--- src/rtl/result_ascii_tx.sv ---
// result_ascii_tx: converts an unsigned binary result to decimal ASCII and
// streams it, optionally followed by CR LF, over a byte valid/ready handshake.
// The conversion is double-dabble, one bit per cycle, with leading zeros suppressed.
//   clk       in  system clock, rising edge
//   n_rst     in  asynchronous active-low reset
//   calc_done in  one-cycle pulse: calc_res is valid (accepted only in IDLE)
//   calc_res  in  DATA_W-bit unsigned result
//   tx_ready  in  UART TX can take a byte this cycle
//   tx_valid  out tx_data holds a byte to send
//   tx_data   out ASCII byte (holds its last value while tx_valid=0)
//   busy      out high in every state except IDLE
//   fmt_done  out one-cycle pulse after the last byte is accepted
module result_ascii_tx #(
    parameter int unsigned DATA_W    = 32,
    parameter int unsigned DIGITS    = 10,
    parameter bit          SEND_CRLF = 1'b1
) (
    input  logic              clk,
    input  logic              n_rst,
    input  logic              calc_done,
    input  logic [DATA_W-1:0] calc_res,
    input  logic              tx_ready,
    output logic              tx_valid,
    output logic [7:0]        tx_data,
    output logic              busy,
    output logic              fmt_done
);

    localparam int unsigned BCD_W = 4 * DIGITS;
    localparam int unsigned CNT_W = $clog2(DATA_W + 1);
    localparam int unsigned PTR_W = (DIGITS > 1) ? $clog2(DIGITS) : 1;

    typedef enum logic [2:0] {
        S_IDLE,
        S_CONV,
        S_SKIP,
        S_SEND,
        S_CR,
        S_LF,
        S_DONE
    } state_e;

    state_e             state_q, state_d;
    logic [DATA_W-1:0]  bin_q, bin_d;
    logic [BCD_W-1:0]   bcd_q, bcd_d;
    logic [CNT_W-1:0]   cnt_q, cnt_d;
    logic [PTR_W-1:0]   ptr_q, ptr_d;
    logic               tx_valid_q, tx_valid_d;
    logic [7:0]         tx_data_q, tx_data_d;
    logic               busy_q, busy_d;
    logic               fmt_done_q, fmt_done_d;
    logic [BCD_W-1:0]   adj;
    logic [PTR_W-1:0]   ptr_dec;
    logic               xfer;

    // Select one BCD digit by index.
    function automatic logic [3:0] digit_sel(input logic [BCD_W-1:0] bcd,
                                             input logic [PTR_W-1:0] idx);
        digit_sel = 4'd0;
        for (int i = 0; i < int'(DIGITS); i++) begin
            if (idx == PTR_W'(i)) digit_sel = bcd[4*i +: 4];
        end
    endfunction

    // State and output registers.
    always_ff @(posedge clk or negedge n_rst) begin
        if (!n_rst) begin
            state_q    <= S_IDLE;
            bin_q      <= '0;
            bcd_q      <= '0;
            cnt_q      <= '0;
            ptr_q      <= '0;
            tx_valid_q <= 1'b0;
            tx_data_q  <= 8'h00;
            busy_q     <= 1'b0;
            fmt_done_q <= 1'b0;
        end else begin
            state_q    <= state_d;
            bin_q      <= bin_d;
            bcd_q      <= bcd_d;
            cnt_q      <= cnt_d;
            ptr_q      <= ptr_d;
            tx_valid_q <= tx_valid_d;
            tx_data_q  <= tx_data_d;
            busy_q     <= busy_d;
            fmt_done_q <= fmt_done_d;
        end
    end

    // Next-state logic; outputs are computed for the next state so they leave registered.
    always_comb begin
        state_d    = state_q;
        bin_d      = bin_q;
        bcd_d      = bcd_q;
        cnt_d      = cnt_q;
        ptr_d      = ptr_q;
        tx_valid_d = tx_valid_q;
        tx_data_d  = tx_data_q;
        fmt_done_d = 1'b0;
        adj        = bcd_q;
        ptr_dec    = ptr_q - PTR_W'(1);
        xfer       = tx_valid_q & tx_ready;

        case (state_q)
            S_IDLE: begin
                if (calc_done) begin
                    bin_d   = calc_res;
                    bcd_d   = '0;
                    cnt_d   = CNT_W'(DATA_W);
                    state_d = S_CONV;
                end
            end
            S_CONV: begin
                // Add-3 correction on every digit >= 5, then shift {bcd,bin} left.
                for (int i = 0; i < int'(DIGITS); i++) begin
                    if (bcd_q[4*i +: 4] >= 4'd5) adj[4*i +: 4] = bcd_q[4*i +: 4] + 4'd3;
                end
                bcd_d = {adj[BCD_W-2:0], bin_q[DATA_W-1]};
                bin_d = {bin_q[DATA_W-2:0], 1'b0};
                cnt_d = cnt_q - CNT_W'(1);
                if (cnt_q == CNT_W'(1)) begin
                    ptr_d   = PTR_W'(DIGITS - 1);
                    state_d = S_SKIP;
                end
            end
            S_SKIP: begin
                // Drop leading zeros but always keep the units digit.
                if (digit_sel(bcd_q, ptr_q) == 4'd0 && ptr_q != '0) begin
                    ptr_d = ptr_dec;
                end else begin
                    state_d    = S_SEND;
                    tx_valid_d = 1'b1;
                    tx_data_d  = 8'h30 + {4'h0, digit_sel(bcd_q, ptr_q)};
                end
            end
            S_SEND: begin
                if (xfer) begin
                    if (ptr_q != '0) begin
                        ptr_d     = ptr_dec;
                        tx_data_d = 8'h30 + {4'h0, digit_sel(bcd_q, ptr_dec)};
                    end else if (SEND_CRLF) begin
                        state_d   = S_CR;
                        tx_data_d = 8'h0D;
                    end else begin
                        state_d    = S_DONE;
                        tx_valid_d = 1'b0;
                        fmt_done_d = 1'b1;
                    end
                end
            end
            S_CR: begin
                if (xfer) begin
                    state_d   = S_LF;
                    tx_data_d = 8'h0A;
                end
            end
            S_LF: begin
                if (xfer) begin
                    state_d    = S_DONE;
                    tx_valid_d = 1'b0;
                    fmt_done_d = 1'b1;
                end
            end
            S_DONE: begin
                state_d = S_IDLE;
            end
            default: begin
                state_d    = S_IDLE;
                tx_valid_d = 1'b0;
            end
        endcase

        busy_d = (state_d != S_IDLE);
    end

    assign tx_valid = tx_valid_q;
    assign tx_data  = tx_data_q;
    assign busy     = busy_q;
    assign fmt_done = fmt_done_q;

endmodule

--- config.mk ---
export PLATFORM = sky130hd
export DESIGN_NAME = result_ascii_tx
export DESIGN_NICKNAME = d
export VERILOG_FILES = /design/src/rtl/result_ascii_tx.sv
export SDC_FILE = /design/constraint.sdc
export NUM_CORES = 1
export LEC_CHECK = 0
export CAP_MARGIN = 0
export CORE_MARGIN = 3
export CORE_UTILIZATION = 55
export CTS_BUF_LIST = sky130_fd_sc_hd__clkbuf_2
export DETAILED_ROUTE_END_ITERATION = 8
export HOLD_SLACK_MARGIN = 0.03
export PLACE_DENSITY = 0.76
export SLEW_MARGIN = 20
export SYNTH_ARGS = -nofsm -noshare
export SYNTH_HDL_FRONTEND = slang
export SYNTH_SLANG_ARGS = --single-unit
--- constraint.sdc ---
create_clock -name clk -period 4 [get_ports clk]
set_clock_uncertainty 0.2 [all_clocks]
set_input_delay 0.8 -clock clk [delete_from_list [all_inputs] [get_ports clk]]
set_output_delay 0.8 -clock clk [all_outputs]
set_load 0.01 [all_outputs]
==> reports/results.ini <==
[logic_synthesis]
synth_cell_type_count=68
ys_ff_latch=93
ys_seq_area_frac=0.3882
syn-instance-count=688
synth_ff_type=dfrtp_1
netlist.area_leader.share=0.3882
synth_area_mm2=0.005994
synth_edf_count=0
avgSynthCellArea_um2=8.713
synth_largest_area_cell=dfrtp_1
synth.area.top_cells=dfrtp_1 39%, nand2_1 6.6%, ha_1 6.1%
ys_async_sr_fraction=1.000
yosysWarnings=0

[route]
drt-total-wl_um=15840
vias=5481
ant_nets=0
drcViolationCount=0
vias_per_cell=6.411
drt_iter0_markers=433
wl_per_cell_um=18.53
dr.pass1.iters=5

[setup_path]
path_cells=inv_1, ha_1, nand3b_1, a21oi_1, o311ai_1, nand2_1, o31ai_2, o21ai_0, o21ai_0
r2r-start=ptr_q[1]$_DFFE_PN0P_
setup.worst_path.start_class=flop
crit_top_cell=o21ai_0
crit_family=compound AO/OA/AOI/OAI gates
startpoint=ptr_q[1]$_DFFE_PN0P_
cp.required_ns=4.31
critPathCaptureType=flop
arrival_ns=3.85
critical_path_class=flop to flop
slowest_stage=o311ai_1
slowest_delay_ns=0.66
crit_fanout=21
crit_buf_inv=1

[cts]
cts_tree=yes
cts_buffers=9
cts_root_buffer=clkbuf_2
cts_max_level=3
cts_sinks=93
clk_path_buf_depth=2
clk_pin_slew_ns=0.27
cts_resized=0
clk_latency_ns=0.58

[die]
die_w_um=110.4
rows=37
ioPinCount=47
core_area_mm2=0.01046
dieHeight_um=110.4
start_util=0.5729
dieArea_mm2=0.01219

[global_route]
grt_usage=0.2600
gr-total-overflow=0
grt_pass1_wl_um=26480
antenna_found_initial=0
grt_pass1_vias=5331
grt_max_degree=45

[finish]
seqCellArea_mm2=0.002327
fill_cells=927
area_delta_synth_final_pct=10.81
fin_cells=855
final_cell_mix=105 x nand2_1, 93 x dfrtp_1, 50 x a21oi_1, 46 x o21ai_0, 43 x clkdlybuf4s50_1
nets=779
drive_above_1_share=0.07093
final_common_cell=nand2_1
post-route-cell-area_mm2=0.006643
antennaDiodeCount=0
multiInputGateArea_mm2=0.003332

[timing]
setup_violations=0
rsz0062_at_grt=false
maxSlewViolCount=0
hold_viol_final=0
finalSetupTns_ns=0
tightestPinTransition_ns=0.7064
whs_ns=0.3170
period_share=0.8865
slew_headroom=0.5216
max_freq_ghz=0.2820
finalCriticalPeriod_ns=3.546

[placed_design]
hpwl_um=11310
dp.cells=838
place_area_mm2=0.006489
place.gp.congestion=1.047
io_buffers=44

[power_and_ir_drop]
finalPower_mw=5.392
p_leak_nw=2.848
max-vdd-ir-drop_mv=0.3812
power_density_mw_per_mm2=811.8

[outcome]
status=completed

[worst_hold_path]
worstHoldStart=bin_q[10]$_DFFE_PN0P_
min_path_type=flop to flop

[run]
cap_violations=0

[state kept, by name, indices dropped and copies added, names as in the netlist]
signal,count
fmt_done,1
bin_q,32
tx_data,5
state_q,3
cnt_q,6
busy,1
ptr_q,4
tx_valid,1
bcd_q,40
[area by class of cell]
| class | count | area share |
|---|---|---|
| Clock inverter | 6 | 0.01413 |
| Clock buffer | 10 | 0.007534 |
| Timing Repair Buffer | 57 | 0.08099 |
| Multi-Input combinational cell | 518 | 0.5016 |
| Inverter | 35 | 0.01978 |
| Sequential cell | 93 | 0.3503 |
| Tap cell | 136 | 0.02562 |
[per-layer routing]
layer	wire length (um)	part of all wire	GRT usage	vias to the layer above
li1	-	-	-	2565
met1	7023	0.44	0.3562	2646
met2	7364	0.46	0.4167	234
met3	1032	0.065	0.03945	36
met4	421	0.027	0.09934	0
met5	0	0	0	-
[worst min-delay path, delay by kind of cell, from the launching register on]
| kind | cells | cell delay [ns] |
|---|---|---|
| and+or+nand+nor | 2 | 0.10 |
| DFF | 1 | 0.41 |
[power breakdown]
part	internal (mW)	switching, mW	total [mW]
sequential	1.32	0.461	1.78
combinational	1.21	1.84	3.05
clock	0.218	0.345	0.563
total	2.74	2.65	5.39
[synth_stat cells (3+ instances only)]
| master | number |
|---|---|
| nor2b_1 | 18 |
| nand2_1 | 105 |
| o21ai_0 | 46 |
| nor3b_1 | 4 |
| buf_6 | 4 |
| a32o_1 | 10 |
| inv_1 | 34 |
| dfrtp_1 | 93 |
| a21oi_1 | 50 |
| nor3_1 | 11 |
| ha_1 | 29 |
| and3_1 | 3 |
| a22oi_1 | 36 |
| clkbuf_1 | 27 |
| xnor2_1 | 11 |
| o31ai_1 | 16 |
| o211ai_1 | 5 |
| nand3_1 | 11 |
| nor2_1 | 30 |
| o22ai_1 | 21 |
| mux2i_1 | 3 |
| nor4_1 | 4 |
| buf_1 | 3 |
| nand3b_1 | 12 |
| nand2b_1 | 11 |
| o32ai_1 | 5 |
| o21ai_1 | 4 |
| o31a_1 | 3 |
| a31oi_1 | 9 |
| buf_4 | 7 |
| a221oi_1 | 8 |
| a211oi_1 | 4 |
| mux2_4 | 5 |
| nand4_1 | 3 |
[stage by stage]
stage | utilization | setup slack [ns]
2_1_floorplan | - | 1.219
3_3_place_gp | 0.6202 | 0.6728
3_5_place_dp | 0.6202 | 0.5816
4_1_cts | 0.6349 | 0.5565
5_1_grt | 0.6349 | 0.2845
6_report | 0.6349 | 0.4539
[cells by family (layout without fill, tap and decap cells)]
| logic type | after synthesis | count (layout) | synth area share |
|---|---|---|---|
| and+or+nand+nor | 223 | 223 | 0.1808 |
| buffers and inverters | 78 | 108 | 0.05865 |
| adders and majority gates | 29 | 29 | 0.06053 |
| other | 1 | 2 | 0.0006256 |
| muxes | 9 | 9 | 0.01941 |
| AOI/OAI and AO/OA | 242 | 242 | 0.2728 |
| xor gates and xnor gates | 13 | 13 | 0.01899 |
| DFF | 93 | 93 | 0.3882 |
[final timing paths]
kind	endpoint	slack, ns	cells after the start
max	ptr_q[0]$_DFFE_PN0P_	0.45	9
min	bin_q[10]$_DFFE_PN0P_	0.32	2
max reg2reg	ptr_q[0]$_DFFE_PN0P_	0.45	9
min reg2reg	bin_q[10]$_DFFE_PN0P_	0.32	2
max in group asynchronous	busy$_DFF_PN0_	2.39	3
min in group asynchronous	bcd_q[15]$_DFFE_PN0P_	0.46	2
[repair_timing]
| item | CTS | global route |
|---|---|---|
| hold buffers | 1 | 0 |
| setup endpoints to repair | 0 | 0 |
| setup buffers | 0 | 0 |
| hold endpoints to repair | 28 | 0 |
Power figures use the tool's default switching activity.
